$ cat src/rtl/bcd_pkg.sv
// Shared types and constants for the round-robin binary-to-BCD conversion arbiter.
package bcd_pkg;

  localparam int DATA_W  = 20;
  localparam int DIGITS  = 6;
  localparam int BCD_W   = 24;
  localparam int SHIFT_W = 44;
  localparam logic [DATA_W-1:0] MAX_DEC   = 20'd999999;
  localparam logic [4:0]        LAST_ITER = 5'd19;

  typedef enum logic [1:0] {
    IDLE = 2'd0,
    CONV = 2'd1,
    DONE = 2'd2
  } state_t;

  // One shift-and-add-3 step; the hundred-thousands nibble is left in plain binary.
  function automatic logic [SHIFT_W-1:0] dabble_step(input logic [SHIFT_W-1:0] sr);
    logic [SHIFT_W-1:0] adj;
    adj = sr;
    for (int d = 0; d < DIGITS - 1; d++) begin
      if (adj[DATA_W + 4*d +: 4] > 4'd4) begin
        adj[DATA_W + 4*d +: 4] = adj[DATA_W + 4*d +: 4] + 4'd3;
      end else begin
        adj[DATA_W + 4*d +: 4] = adj[DATA_W + 4*d +: 4];
      end
    end
    return {adj[SHIFT_W-2:0], 1'b0};
  endfunction

endpackage

$ cat src/rtl/bcd_convert_arbiter_if.sv
// Requester-side bus of the BCD conversion arbiter: requests, operands, acknowledge and result.
interface bcd_convert_arbiter_if #(
  parameter int N_REQ = 4
);
  import bcd_pkg::*;

  localparam int ID_W = (N_REQ > 1) ? $clog2(N_REQ) : 1;

  logic [N_REQ-1:0]        req;
  logic [DATA_W*N_REQ-1:0] data_in;
  logic [N_REQ-1:0]        ack;
  logic [BCD_W-1:0]        bcd_out;
  logic                    ovf;
  logic                    busy;
  logic [ID_W-1:0]         grant_id;

  modport master (
    output req, data_in,
    input  ack, bcd_out, ovf, busy, grant_id
  );

  modport slave (
    input  req, data_in,
    output ack, bcd_out, ovf, busy, grant_id
  );

endinterface

$ cat src/rtl/bcd_convert_arbiter_shift_core.sv
// Sequential 20-iteration shift-and-add-3 core: load on start, done flags the final iteration.
module bcd_shift_core
  import bcd_pkg::*;
(
  input  logic              sys_clk,
  input  logic              sys_rst_n,
  input  logic              start,
  input  logic [DATA_W-1:0] operand,
  output logic              done,
  output logic [BCD_W-1:0]  result
);

  logic [SHIFT_W-1:0] shift_r;
  logic [SHIFT_W-1:0] shift_next_s;
  logic [4:0]         iter_r;
  logic               active_r;

  assign shift_next_s = dabble_step(shift_r);
  assign done         = active_r && (iter_r == LAST_ITER);
  // Result is taken from the post-iteration value so the owner can register it on the final edge.
  assign result       = shift_next_s[SHIFT_W-1 -: BCD_W];

  // Shift register, iteration counter and run flag.
  always_ff @(posedge sys_clk or negedge sys_rst_n) begin
    if (!sys_rst_n) begin
      shift_r  <= {SHIFT_W{1'b0}};
      iter_r   <= 5'd0;
      active_r <= 1'b0;
    end else if (start) begin
      shift_r  <= {{BCD_W{1'b0}}, operand};
      iter_r   <= 5'd0;
      active_r <= 1'b1;
    end else if (active_r) begin
      shift_r <= shift_next_s;
      if (iter_r == LAST_ITER) begin
        iter_r   <= 5'd0;
        active_r <= 1'b0;
      end else begin
        iter_r <= iter_r + 5'd1;
      end
    end
  end

endmodule

$ cat src/rtl/bcd_convert_arbiter.sv
// Round-robin arbiter sharing one bcd_shift_core among N_REQ requesters.
// Optional BCD_ARB_OVERRANGE_EN clamps operands above 999999 to 999999 and raises ovf.
module bcd_convert_arbiter
  import bcd_pkg::*;
#(
  parameter int N_REQ = 4
)(
  input  logic                  sys_clk,
  input  logic                  sys_rst_n,
  bcd_convert_arbiter_if.slave  bus
);

  localparam int ID_W = (N_REQ > 1) ? $clog2(N_REQ) : 1;

  state_t            state_r;
  state_t            state_next_s;
  logic [ID_W-1:0]   ptr_r;
  logic [ID_W-1:0]   grant_id_r;
  logic [N_REQ-1:0]  ack_r;
  logic [BCD_W-1:0]  bcd_out_r;
  logic              ovf_r;
  logic              busy_r;

  logic [ID_W-1:0]   winner_s;
  logic              found_s;
  logic              start_s;
  logic [DATA_W-1:0] operand_s;
  logic              core_done_s;
  logic [BCD_W-1:0]  core_result_s;
  logic              ovf_sel_s;
  logic [N_REQ-1:0]  ack_onehot_s;

  // Round-robin search starting at ptr and wrapping.
  always_comb begin
    found_s  = 1'b0;
    winner_s = {ID_W{1'b0}};
    for (int off = 0; off < N_REQ; off++) begin
      int idx;
      idx = int'(ptr_r) + off;
      if (idx >= N_REQ) begin
        idx = idx - N_REQ;
      end else begin
        idx = idx;
      end
      if (!found_s && bus.req[idx]) begin
        found_s  = 1'b1;
        winner_s = ID_W'(idx);
      end else begin
        found_s = found_s;
      end
    end
  end

  // Operand mux for the selected winner.
  always_comb begin
    operand_s = {DATA_W{1'b0}};
    for (int i = 0; i < N_REQ; i++) begin
      if (winner_s == ID_W'(i)) begin
        operand_s = bus.data_in[DATA_W*i +: DATA_W];
      end else begin
        operand_s = operand_s;
      end
    end
  end

  // Next-state logic; start fires on the grant edge only.
  always_comb begin
    state_next_s = state_r;
    start_s      = 1'b0;
    case (state_r)
      IDLE: begin
        if (found_s) begin
          state_next_s = CONV;
          start_s      = 1'b1;
        end else begin
          state_next_s = IDLE;
        end
      end
      CONV: begin
        if (core_done_s) begin
          state_next_s = DONE;
        end else begin
          state_next_s = CONV;
        end
      end
      DONE:    state_next_s = IDLE;
      default: state_next_s = IDLE;
    endcase
  end

  // FSM state register.
  always_ff @(posedge sys_clk or negedge sys_rst_n) begin
    if (!sys_rst_n) begin
      state_r <= IDLE;
    end else begin
      state_r <= state_next_s;
    end
  end

`ifdef BCD_ARB_OVERRANGE_EN
  logic ovf_pend_r;

  // Overrange is judged on the operand sampled at grant time.
  always_ff @(posedge sys_clk or negedge sys_rst_n) begin
    if (!sys_rst_n) begin
      ovf_pend_r <= 1'b0;
    end else if (start_s) begin
      ovf_pend_r <= (operand_s > MAX_DEC);
    end
  end

  assign ovf_sel_s = ovf_pend_r;
`else
  assign ovf_sel_s = 1'b0;
`endif

  assign ack_onehot_s = {{(N_REQ-1){1'b0}}, 1'b1} << grant_id_r;

  // Grant, result, acknowledge and pointer registers.
  always_ff @(posedge sys_clk or negedge sys_rst_n) begin
    if (!sys_rst_n) begin
      ptr_r      <= {ID_W{1'b0}};
      grant_id_r <= {ID_W{1'b0}};
      ack_r      <= {N_REQ{1'b0}};
      bcd_out_r  <= {BCD_W{1'b0}};
      ovf_r      <= 1'b0;
      busy_r     <= 1'b0;
    end else begin
      case (state_r)
        IDLE: begin
          ack_r <= {N_REQ{1'b0}};
          if (start_s) begin
            grant_id_r <= winner_s;
            busy_r     <= 1'b1;
          end
        end
        CONV: begin
          if (core_done_s) begin
            bcd_out_r <= ovf_sel_s ? 24'h999999 : core_result_s;
            ovf_r     <= ovf_sel_s;
            ack_r     <= ack_onehot_s;
          end else begin
            ack_r <= {N_REQ{1'b0}};
          end
        end
        DONE: begin
          ack_r  <= {N_REQ{1'b0}};
          busy_r <= 1'b0;
          // The just-served requester becomes lowest priority.
          if (grant_id_r == ID_W'(N_REQ-1)) begin
            ptr_r <= {ID_W{1'b0}};
          end else begin
            ptr_r <= grant_id_r + ID_W'(1);
          end
        end
        default: begin
          ack_r  <= {N_REQ{1'b0}};
          busy_r <= 1'b0;
        end
      endcase
    end
  end

  bcd_shift_core u_core (
    .sys_clk   (sys_clk),
    .sys_rst_n (sys_rst_n),
    .start     (start_s),
    .operand   (operand_s),
    .done      (core_done_s),
    .result    (core_result_s)
  );

  assign bus.ack      = ack_r;
  assign bus.bcd_out  = bcd_out_r;
  assign bus.ovf      = ovf_r;
  assign bus.busy     = busy_r;
  assign bus.grant_id = grant_id_r;

endmodule

$ cat src/flat_wrapper.sv
// flat-port wrapper written by rule: the top's interface ports become plain ports
module bcd_convert_arbiter_flat import bcd_pkg::*;
#(
  parameter int N_REQ = 4
)
  (sys_clk, sys_rst_n, bus_req, bus_data_in, bus_ack, bus_bcd_out, bus_ovf, bus_busy, bus_grant_id);
  bcd_convert_arbiter_if #(.N_REQ(N_REQ)) bus_i ();
  input  logic sys_clk;
  input  logic sys_rst_n;
  input wire logic [$bits(bus_i.req)-1:0] bus_req;
  input wire logic [$bits(bus_i.data_in)-1:0] bus_data_in;
  output wire logic [$bits(bus_i.ack)-1:0] bus_ack;
  output wire logic [$bits(bus_i.bcd_out)-1:0] bus_bcd_out;
  output wire logic [$bits(bus_i.ovf)-1:0] bus_ovf;
  output wire logic [$bits(bus_i.busy)-1:0] bus_busy;
  output wire logic [$bits(bus_i.grant_id)-1:0] bus_grant_id;
  assign bus_i.req = bus_req;
  assign bus_i.data_in = bus_data_in;
  assign bus_ack = bus_i.ack;
  assign bus_bcd_out = bus_i.bcd_out;
  assign bus_ovf = bus_i.ovf;
  assign bus_busy = bus_i.busy;
  assign bus_grant_id = bus_i.grant_id;
  bcd_convert_arbiter #(.N_REQ(N_REQ)) u_core (.sys_clk(sys_clk), .sys_rst_n(sys_rst_n), .bus(bus_i));
endmodule
$ cat config.mk
export PLATFORM = sky130hd
export DESIGN_NAME = bcd_convert_arbiter_flat
export DESIGN_NICKNAME = d
export VERILOG_FILES = /design/src/rtl/bcd_pkg.sv /design/src/rtl/bcd_convert_arbiter_if.sv /design/src/rtl/bcd_convert_arbiter_shift_core.sv /design/src/rtl/bcd_convert_arbiter.sv /design/src/flat_wrapper.sv
export SDC_FILE = /design/constraint.sdc
export NUM_CORES = 1
export LEC_CHECK = 0
export CORE_ASPECT_RATIO = 1.4
export CORE_MARGIN = 2
export CORE_UTILIZATION = 40
export DETAILED_ROUTE_END_ITERATION = 6
export MAX_ROUTING_LAYER = met4
export PLACE_DENSITY = 0.66
export SETUP_SLACK_MARGIN = 0.3
export SKIP_LAST_GASP = 1
export SYNTH_ARGS = -nofsm -noshare
export SYNTH_HDL_FRONTEND = slang
export SYNTH_HIERARCHICAL = 1
export SYNTH_SLANG_ARGS = --single-unit
$ cat constraint.sdc
create_clock -name sys_clk -period 2.7 [get_ports sys_clk]
set_input_delay 0.405 -clock sys_clk [delete_from_list [all_inputs] [get_ports sys_clk]]
set_output_delay 0.405 -clock sys_clk [all_outputs]
set_load 0.02 [all_outputs]
==> impl_metrics.tcl, run 1 <==
set metrics [dict create \
    outcome "finished clean" \
    max_freq_mhz 491.0 \
    critical_path.endpoint_type "register" \
    whs_ps 101.1 \
    synth_area_leaders "dfrtp_1 (41%), mux2i_1 (17%), nand2_1 (7.7%)" \
    post_cts_buffers 0 \
    cts.sink_count 84 \
    grt_antenna_before_repair 0 \
    yosysSeqAreaShare 0.4128 \
    drc 0 \
    final_cells 787 \
    yosysWarningCount 6 \
    antenna-diode-count 0 \
    cts_tree "done" \
    ys_async_sr_fraction 1.000 \
    synth_top_area_cell "dfrtp_1" \
    synth-edff-count 0 \
    power_density_nw_per_um2 1026 \
    setup_viol 0 \
    num-fill-cells 1143 \
    drive_gt1_frac 0.06593 \
    grt_overflow 0 \
    dieArea_sq_um 13660 \
    root_buffer "clkbuf_16" \
    synthCells 537 \
    grt_pass1_vias 4120 \
    drt_iter0_drc 149 \
    critPathArrivalTime_ps 2260 \
    grt_first_pass_wirelength_um 18260 \
    gp_congestion 0.8438 \
    clk_path_buf_depth 2 \
    ant_nets 0 \
    drv_cap 0 \
    htreeDepth 3 \
    dr.pass1.iters 4 \
    io_buffers 116 \
    initial_utilization 0.4116 \
    cts_hold_buf 0 \
    ys_types 49 \
    dr_total_vias 4002 \
    die_h_um 137.5 \
    synth_seq_cells 84 \
    ir_drop_uv 508.5 \
    synth_nets 638 \
    yosys-top-cells-count "nand2_1 (105), mux2i_1 (86), dfrtp_1 (84), o21ai_0 (34), nor2_1 (32)" \
    cts_made_buffers 9 \
    syn_area_per_cell_sq_um 9.483 \
    grt_usage 0.1690 \
    synth.most_common_cell "nand2_1" \
    wl_met2_um 5445 \
    route.met3.wl_um 426 \
    core_area_sq_um 12370 \
    syn2layout_area_growth_pct 29.58 \
    setup-tns-final_ps 0 \
    clkLatencyLatePin_ps 340 \
    report.final.hold_viol_count 0 \
    fin_crit_sh 0.7544 \
    path_max_fanout 13 \
    top_level_ports 118 \
    place_inst 773 \
    max_slew_margin 0.5242 \
    die_x_um 99.36 \
    synth_top_area_frac 0.4128 \
    nets 735 \
    p_leak_uw 0.002926 \
    grt_max_degree 62 \
    num_rows 48 \
    via_per_inst 5.085 \
    routed.top_layer "met4" \
    fin_skew_ps 5.734 \
    hpwl_um 7669 \
    synth_ff_type "dfrtp_1" \
    wl_per_cell_um 13.25 \
    clk_pin_slew_worst_paths_ps 60 \
    met1_length_um 4386 \
    hp-class "input port to async pin" \
    cp-start-kind "input port" \
    wirelength_um 10430 \
    path_class "input port to register" \
    period_needed_ps 2037 \
    rsz0062_at_grt "false" \
    mappedNetlistArea_sq_um 5092 \
    drv_slew 0 \
    cp.required_ps 2920 \
    worst_slew_pin_slew_ps 713.8 \
]
-- power by group --
part / internal (uW) / total [uW] / switching, uW
Clock: 755 / 1220 / 465
Sequential: 1770 / 2220 / 449
Combinational: 1650 / 3330 / 1680
Total: 4180 / 6770 / 2590
-- final timing paths --
| kind | startpoint | to | slack [ps] | cells past startpoint |
|---|---|---|---|---|
| setup / recovery | bus_req[1] | u_core/u_core/shift_r[21]$_DFFE_PN0P_ | 660 | 7 |
| hold / removal | sys_rst_n | u_core/bus.bcd_out[22]$_DFFE_PN0P_ | 100 | 1 |
| min in group sys_clk | u_core/bus.bcd_out[11]$_DFFE_PN0P_ | u_core/bus.bcd_out[11]$_DFFE_PN0P_ | 470 | 2 |
| hold reg to reg | u_core/bus.bcd_out[11]$_DFFE_PN0P_ | u_core/bus.bcd_out[11]$_DFFE_PN0P_ | 470 | 2 |
| setup reg to reg | u_core/u_core/iter_r[0]$_DFFE_PN0P_ | u_core/bus.bcd_out[0]$_DFFE_PN0P_ | 750 | 9 |
| max in group asynchronous | sys_rst_n | u_core/bus.bcd_out[2]$_DFFE_PN0P_ | 1990 | 2 |
-- layer usage --
layer | GRT usage | vias to the layer above
met3 | 0.02943 | 11
li1 | - | 2030
met5 | - | -
met4 | 0.06545 | 0
met1 | 0.1918 | 1869
met2 | 0.2969 | 92
-- registers in the layout, indices dropped and copies added, names as in the netlist --
name,cells
u_core/bus.ack,4
u_core/bus.bcd_out,24
u_core/bus.busy,1
u_core/bus.grant_id,2
u_core/ptr_r,2
u_core/state_r,2
u_core/u_core/active_r,1
u_core/u_core/iter_r,5
u_core/u_core/shift_r,43
-- what timing repair did --
action | 4_1_cts | 5_1_grt
setup endpoints to repair | 0 | 2
gates resized for setup | 0 | 2
hold endpoints to repair | 0 | 0
-- layout make-up --
type / count / area [sq um] / area share
tap: 150 / 187.7 / 0.02844
clock buffer: 12 / 256.5 / 0.03887
timing repair buffer: 127 / 1291 / 0.1957
sequential: 84 / 2103 / 0.3187
multi-input combinational: 396 / 2665 / 0.4039
clock inverter: 2 / 35.03 / 0.005309
inverter: 16 / 60.06 / 0.009101
-- logic make-up (layout without fill, tap and decap cells) --
kind of cell	Yosys count	in the layout	share of synthesized area
simple gates	188	188	0.1668
other cells	1	1	0.0007364
mux	93	93	0.1845
buf+inv	57	157	0.06831
compound gates	88	88	0.1111
flops	84	84	0.4128
xor+xnor	11	11	0.01892
fa+ha+maj	15	15	0.03686
-- critical path: stages --
cell and delay [ps]:
clkdlybuf4s50_1 540, nor4_2 110, nor3_4 420, buf_4 280, nand3b_1 120, nor3_1 60
a311o_1 320
-- stage by stage --
| stage | power [uW] | util | instance area (sq um) | setup WS, ps |
|---|---|---|---|---|
| floorplan | 4712 | - | 5092 | 904.6 |
| global placement | 5481 | 0.5088 | 6295 | 124.0 |
| detailed placement | 5603 | 0.5088 | 6295 | 59.43 |
| CTS | 6863 | 0.5324 | 6586 | 409.2 |
| global route | 7376 | 0.5334 | 6599 | 517.3 |
| finish | 6771 | 0.5334 | 6599 | 663.2 |
-- placed cells by master, fill, tap and decap left out, types with 6 or more instances in the layout --
cell type	count
xnor2_1	10
mux2i_1	86
nor2b_1	10
buf_4	8
o21ai_0	34
nand2_1	105
ha_1	15
nor3_1	6
inv_1	14
clkdlybuf4s50_1	115
o211ai_1	12
dfrtp_1	83
a21oi_1	16
clkbuf_16	9
nand3b_1	8
mux2_2	7
nor2_1	32
or3_1	6
No activity file was read; power rests on OpenSTA's default activity.
==> run 2, diff against run 1 <==
==> constraint.sdc (replaced) <==
create_clock -name sys_clk -period 2.1 [get_ports sys_clk]
set_input_delay 0.315 -clock sys_clk [delete_from_list [all_inputs] [get_ports sys_clk]]
set_output_delay 0.315 -clock sys_clk [all_outputs]
set_load 0.02 [all_outputs]
==> impl_metrics.tcl, run 2 (synthesized netlist as in run 1, its figures left out) <==
set metrics [dict create \
    fin_crit_sh 0.8106 \
    io_buffers 116 \
    utilization 0.5616 \
    period_needed_ps 1702 \
    path_class "register to register" \
    nets 754 \
    p_leak_uw 0.003106 \
    via_per_inst 5.141 \
    max_slew_margin 0.5469 \
    cts_hold_buf 0 \
    critical_path.endpoint_type "register" \
    final_cells 808 \
    cp-start-kind "register" \
    cp.required_ps 2310 \
    violations "hold timing" \
    critPathArrivalTime_ps 1920 \
    grt_pass1_vias 4107 \
    mostFrequentLayoutCell "clkdlybuf4s50_1" \
    grt_first_pass_wirelength_um 17930 \
    cts_tree "done" \
    ir_drop_uv 581.2 \
    rsz0062_at_grt "false" \
    finalPower_uw 9250 \
    max_freq_mhz 587.4 \
    grt_max_degree 62 \
    setup_viol 0 \
    ant_nets 0 \
    grt_overflow 0 \
    die_h_um 137.5 \
    worst_slew_pin_slew_ps 679.6 \
    report.final.hold_viol_count 1 \
    drv_slew 0 \
    whs_ps -2.002 \
    die_x_um 99.36 \
    place_inst 782 \
    wl_per_cell_um 13.96 \
    cts_made_buffers 9 \
    dieArea_sq_um 13660 \
    gp_congestion 0.7662 \
    outcome "finished, violations left" \
    drive_gt1_frac 0.1049 \
    num_rows 48 \
    initial_utilization 0.4116 \
    dr_total_vias 4154 \
    hp-class "input port to async pin" \
    setup-tns-final_ps 0 \
    fin_skew_ps 5.652 \
    dr.pass1.iters 4 \
    cts.sink_count 84 \
    drv_cap 0 \
    grt_antenna_before_repair 0 \
    htreeDepth 3 \
    hpwl_um 7683 \
    root_buffer "clkbuf_16" \
    drc 0 \
    path_max_fanout 10 \
    antenna-diode-count 0 \
    top_level_ports 118 \
    top_register "u_core/u_core/shift_r" \
    wirelength_um 11280 \
    power_density_nw_per_um2 1331 \
    grt_usage 0.1636 \
    clkLatencyLatePin_ps 340 \
    drt_iter0_drc 157 \
    final_cell_mix "clkdlybuf4s50_1 (110), nand2_1 (105), mux2i_1 (86)" \
    clk_pin_slew_worst_paths_ps 60 \
    clk_path_buf_depth 2 \
    core_area_sq_um 12370 \
    largest_reg_flops 43 \
    syn2layout_area_growth_pct 36.44 \
]
## run 2: report_power, final
part           internal [uW]  switching, uW  total, uW
combinational           2290           2270       4560
sequential              2280            575       2860
clock                   1190            639       1830
## run 2: through the flow
stage | hold WS (ps) | instance area (sq um) | setup WS (ps)
4_1_cts | 37.64 | 6773 | 293.2
6_report | -2.002 | 6948 | 397.7
3_3_place_gp | 397.5 | 6412 | -80.95
2_1_floorplan | 19.41 | 5092 | 304.6
5_1_grt | 56.81 | 6948 | 298.9
3_5_place_dp | 405.1 | 6412 | -212.0
## run 2: critical path, stage by stage, from the launching register on
cell and delay, ps:
dfrtp_2 450, inv_2 70, a21oi_1 40, o32a_4 430, clkbuf_16 200, mux2i_1 160, mux2i_1 90, nand2_1 60
o21ai_0 80
## run 2: final cells by class
type	count	area, sq um
clock inverters	6	111.4
inverters	16	63.81
well taps	150	187.7
flip-flops and latches	84	2105
repair buffers	146	1559
fillers	1106	5424
multi-input cells	396	2683
clock buffers	10	239.0
## run 2: layer usage
layer  global-route usage  vias to the layer above  wire length [um]
met4              0.06317                        0               170
li1                     -                     2068                 -
met5                    -                        -                 0
met2               0.2909                      110              6103
met3              0.02790                       11               427
met1               0.1831                     1965              4581
## run 2: worst paths after layout
kind / from / endpoint / slack [ps] / depth (start not counted)
worst max-delay path: u_core/ptr_r[1]$_DFFE_PN0N_ / u_core/u_core/shift_r[14]$_DFFE_PN0P_ / 400 / 8
worst min-delay path: sys_rst_n / u_core/bus.bcd_out[20]$_DFFE_PN0P_ / -2 / 1
worst max register to register: u_core/ptr_r[1]$_DFFE_PN0N_ / u_core/u_core/shift_r[14]$_DFFE_PN0P_ / 400 / 8
worst min register to register: u_core/bus.bcd_out[11]$_DFFE_PN0P_ / u_core/bus.bcd_out[11]$_DFFE_PN0P_ / 470 / 2
max in group asynchronous: sys_rst_n / u_core/ptr_r[1]$_DFFE_PN0N_ / 1480 / 2
min in group sys_clk: u_core/bus.bcd_out[11]$_DFFE_PN0P_ / u_core/bus.bcd_out[11]$_DFFE_PN0P_ / 470 / 2
## run 2: repair_timing
action,in CTS,in global routing
endpoints found under the setup margin,9,46
cloned,0,5
pin swaps,2,2
setup buffers,1,4
gates resized for setup,5,9
